**src/rtl/seq_det_pkg.sv**
```systemverilog
// Shared constants and helpers for the parametrised serial sequence detector.
package seq_det_pkg;

  localparam int MODE_MEALY  = 0;
  localparam int MODE_MOORE  = 1;
  localparam int MAX_PAT_LEN = 16;

  // Default pattern for the 5-bit configuration; MSB is the oldest bit.
  localparam logic [4:0] DEFAULT_PATTERN = 5'b10010;

  // Compare the low 'len' bits of two zero-extended patterns.
  function automatic logic pat_equal(input logic [MAX_PAT_LEN-1:0] a,
                                     input logic [MAX_PAT_LEN-1:0] b,
                                     input int len);
    logic eq;
    eq = 1'b1;
    for (int i = 0; i < MAX_PAT_LEN; i++)
      if (i < len && a[i] != b[i]) eq = 1'b0;
    return eq;
  endfunction

endpackage

```
**src/rtl/seq_detector_param_sat_counter.sv**
```systemverilog
// Saturating up-counter with synchronous reset and clear; clear beats increment.
module sat_counter #(
  parameter int CNT_W = 8
) (
  input  logic             clk,
  input  logic             rst,
  input  logic             inc,
  input  logic             clr,
  output logic [CNT_W-1:0] cnt
);

  // Count up on inc, stick at all-ones, clear on rst or clr.
  always_ff @(posedge clk) begin
    if (rst)                       cnt <= '0;
    else if (clr)                  cnt <= '0;
    else if (inc && (cnt != '1))   cnt <= cnt + 1'b1;
  end

endmodule

```
**src/rtl/seq_detector_param.sv**
```systemverilog
// Parametrised serial sequence detector: reloadable pattern, Mealy/Moore
// output timing, overlapping/non-overlapping matches, saturating match count.
module seq_detector_param
  import seq_det_pkg::*;
#(
  parameter int                 PAT_LEN = 5,
  parameter logic [PAT_LEN-1:0] PATTERN = PAT_LEN'(DEFAULT_PATTERN),
  parameter int                 MOORE   = MODE_MEALY,
  parameter int                 OVERLAP = 1,
  parameter int                 CNT_W   = 8
) (
  input  logic               clk,
  input  logic               rst,
  input  logic               en,
  input  logic               J,
  input  logic               pat_load,
  input  logic [PAT_LEN-1:0] pat_in,
  output logic               w,
  output logic [CNT_W-1:0]   match_cnt,
  input  logic               cnt_clr
);

  localparam int FILL_W = $clog2(PAT_LEN);
  localparam logic [FILL_W-1:0] FILL_MAX = FILL_W'(PAT_LEN - 1);

  logic [PAT_LEN-1:0] pat_reg;
  logic [PAT_LEN-2:0] hist;
  logic [FILL_W-1:0]  fill;
  logic [PAT_LEN-1:0] window;
  logic               hit;

  // Candidate window: stored history with the current bit appended as LSB.
  assign window = {hist, J};

  // A hit needs a full history, an accepted bit and no pattern reload this cycle.
  assign hit = en & ~pat_load & (fill == FILL_MAX) &
               pat_equal(MAX_PAT_LEN'(window), MAX_PAT_LEN'(pat_reg), PAT_LEN);

  // Pattern register, history shift and fill level; rst > pat_load > en.
  always_ff @(posedge clk) begin
    if (rst) begin
      pat_reg <= PATTERN;
      hist    <= '0;
      fill    <= '0;
    end else if (pat_load) begin
      pat_reg <= pat_in;
      hist    <= '0;
      fill    <= '0;
    end else if (en) begin
      if (hit && (OVERLAP == 0)) begin
        hist <= '0;
        fill <= '0;
      end else begin
        hist <= window[PAT_LEN-2:0];
        if (fill != FILL_MAX) fill <= fill + 1'b1;
      end
    end
  end

  sat_counter #(.CNT_W(CNT_W)) u_cnt (
    .clk (clk),
    .rst (rst),
    .inc (hit),
    .clr (cnt_clr),
    .cnt (match_cnt)
  );

  generate
    if (MOORE == MODE_MOORE) begin : g_moore
      logic w_q;
      // Registered match pulse, one cycle after the final bit.
      always_ff @(posedge clk) begin
        if (rst) w_q <= 1'b0;
        else     w_q <= hit;
      end
      assign w = w_q;
    end else begin : g_mealy
      assign w = hit & ~rst;
    end
  endgenerate

endmodule
```
**config.mk**
```make
export PLATFORM = sky130hd
export DESIGN_NAME = seq_detector_param
export DESIGN_NICKNAME = d
export VERILOG_FILES = /design/src/rtl/seq_det_pkg.sv /design/src/rtl/seq_detector_param_sat_counter.sv /design/src/rtl/seq_detector_param.sv
export SDC_FILE = /design/constraint.sdc
export NUM_CORES = 1
export LEC_CHECK = 0
export ABC_CLOCK_PERIOD_IN_PS = 2650
export CORE_MARGIN = 5
export CORE_UTILIZATION = 35
export CTS_BUF_LIST = sky130_fd_sc_hd__clkbuf_8
export DETAILED_ROUTE_END_ITERATION = 6
export SLEW_MARGIN = 20
export SYNTH_ARGS = -nofsm -noshare
export SYNTH_HDL_FRONTEND = slang
export SYNTH_HIERARCHICAL = 1
export SYNTH_SLANG_ARGS = --single-unit
```
**constraint.sdc**
```tcl
create_clock -name clk -period 2.65 [get_ports clk]
set_input_delay 0.265 -clock clk [delete_from_list [all_inputs] [get_ports clk]]
set_output_delay 0.265 -clock clk [all_outputs]
set_load 0.005 [all_outputs]
```
==> qor.txt <==
max reg flops: 8
combinational family with the most area after synthesis: simple AND/OR/NAND/NOR gates
period utilization: 0.825
FP Rows: 19
Slew Limit Fails: 0
Mapped Avg Cell Area: 9.79 um2
Finished Layout Cells: 155
Unique masters post-synth: 29
Hold Buf Count CTS: 0
Clock Skews: 3.81 ps
CTS tree: built
critical-path cell list: inv_1, ha_1, and4b_1, nand4_1, nor3_1, clkdlybuf4s50_1
Via density: 5.14
Crit path buffers/inverters: 2
CTS H-tree depth: 1
max-capacitance violation count: 0
Total Power: 561 uW
Final setup viols: 0
Critical Path Max Stage Delay: 540 ps
Max Freq: 0.457 GHz
WP data required: 2380 ps
routed via count: 796
Filler cells: 276
area delta synth->final: 25.3%
Pleak: 0.000479 uW
Post-CTS Setup Bufs: 0
Multi-input gate area: 559 um2
die height: 63.7 um
critical path class: flop to primary output
register area: 400 um2
Final Critical Period: 2190 ps
Post-Synth XOR/XNOR Area: 0.0521
die area: 4060 um2
worst-path maximum fanout: 3
Largest delay share family, worst path: buffers and inverters
Seq/Total Area, Yosys: 0.397
post_cts resized: 0
WL/cell: 13.0 um
outcome: complete, no violations
antenna violations before repair: 0
share of cells above drive strength 1: 0.0806
Pre-Repair DR Iteration Count: 4
Total Routing Usage GR: 0.101
unrepaired setup endpoints after global routing: false
CTS Buf Count: 3
CTS Sinks: 20
PortBufs: 19
grt total ovfl: 0
vias in the first global route: 724
post-synthesis compound-gate area fraction: 0.118
pin count of the biggest net entering global routing: 13
Syn. warnings: 6
total negative slack: 0 ps
Antenna Nets Post-Route: 0
clk slew on worst S/H paths: 70 ps
Die Width: 63.7 um
CP startpoint kind: flop
Clock Tree Buf Depth: 2
ANT cells: 0
final wirelength: 2.02 mm
Final #Nets: 140
most frequent cells in the layout: dfxtp_1 (20), clkdlybuf4s50_1 (19), mux2i_1 (12)
max_slew headroom: 0.715
global-route wire length before repair: 3.29 mm
syn nets: 117
Root Driver: clkbuf_8
Slew @ Worst Pin: 426 ps
dpl cells: 152
post-synthesis mux area share: 0.119
DR DRC count: 0
adder-cell area share of the yosys netlist: 0.0372
most common cell after layout, fill and taps aside: dfxtp_1
# IOs: 20
starting DRC count in detailed routing: 15
slowest CP cell: clkdlybuf4s50_1
post-detail-place hpwl: 1.58 mm
Hold WC Path Type: flop to flop
GPL Wtd Cong: 0.759
core area: 2760 um2
Fin. Hold Viols: 0
initial core utilization: 0.366
Util after Layout: 0.458
worst-skew pair later-pin latency: 250 ps
Synth Cell Area: 1010 um2
capturing element type of the critical path: primary output
Syn Inst Count: 103
Arr. time, crit path: 1920 ps
Synth Register Bits: 20
VDD IR max: 445 uV
post-synthesis simple-gate area fraction: 0.228
Cell Pwr Density: 444 nW/um2
-- worst paths after layout --
check | depth (start not counted) | startpoint | end | slack, ps
max | 6 | fill[0] | w | 460
min | 2 | u_cnt/cnt[1] | u_cnt/cnt[1] | 510
max reg2reg | 8 | fill[0] | u_cnt/cnt[5] | 590
min reg2reg | 2 | u_cnt/cnt[1] | u_cnt/cnt[1] | 510
-- logic make-up (layout without fill, tap and decap cells) --
family	count (synthesis)	count (layout)
and+or+nand+nor	41	41
DFF	20	20
AOI/OAI and AO/OA	14	14
muxes	12	12
buffers and inverters	7	28
xor gates and xnor gates	6	6
adders and majority gates	3	3
-- Yosys cell counts (all sizes together) --
cell type | n | area share
a2111oi | 1 | 0.027
a211o | 2 | 0.017
a21boi | 4 | 0.037
a21oi | 5 | 0.025
a31oi | 1 | 0.0062
and2b | 2 | 0.015
and3 | 3 | 0.019
and3b | 1 | 0.0087
and4 | 2 | 0.017
and4b | 2 | 0.020
buf | 4 | 0.037
dfxtp | 20 | 0.40
ha | 3 | 0.037
inv | 3 | 0.011
mux2i | 12 | 0.12
nand2 | 7 | 0.026
nand3 | 2 | 0.0099
nand4 | 3 | 0.019
nor2 | 11 | 0.041
nor3 | 2 | 0.015
nor4 | 1 | 0.0062
o21ai | 1 | 0.0050
or2 | 1 | 0.0062
or3 | 3 | 0.019
or4 | 1 | 0.0074
xnor2 | 6 | 0.052
-- layer usage --
| layer | track usage | up-vias | part of all wire |
|---|---|---|---|
| li1 | - | 409 | - |
| met1 | 0.119 | 364 | 0.44 |
| met2 | 0.173 | 23 | 0.48 |
| met3 | 0.0444 | 0 | 0.071 |
| met4 | 0.0156 | 0 | 0 |
| met5 | 0 | - | 0 |
-- cell type report --
| class | count | area share |
|---|---|---|
| clock buffer | 3 | 0.0327 |
| inverter | 3 | 0.00891 |
| multi-input combinational | 76 | 0.443 |
| sequential | 20 | 0.317 |
| tap | 31 | 0.0307 |
| timing repair buffer | 22 | 0.168 |
-- through the flow --
step                hold WS (ps)  worst slack (ps)  area (um2)
floorplan                    329               827        1010
global placement             493               500        1220
detailed placement           504               425        1220
CTS                          514               450        1260
global route                 532               353        1260
finish                       510               463        1260
-- worst register-to-register path: cells and delay by family, from the launching register on --
family	cells	cell delay, ps
AO/OA/AOI/OAI	2	470
flip-flops	1	340
buffers and inverters	1	70
AND/OR/NAND/NOR	4	900
adder cells (fa/ha/maj)	1	190
-- report_power, final --
group	internal (uW)	switching [uW]
combinational	32.4	23.2
clock	101	92.9
sequential	307	4.75
total	441	121
Power figures use the tool's default switching activity.
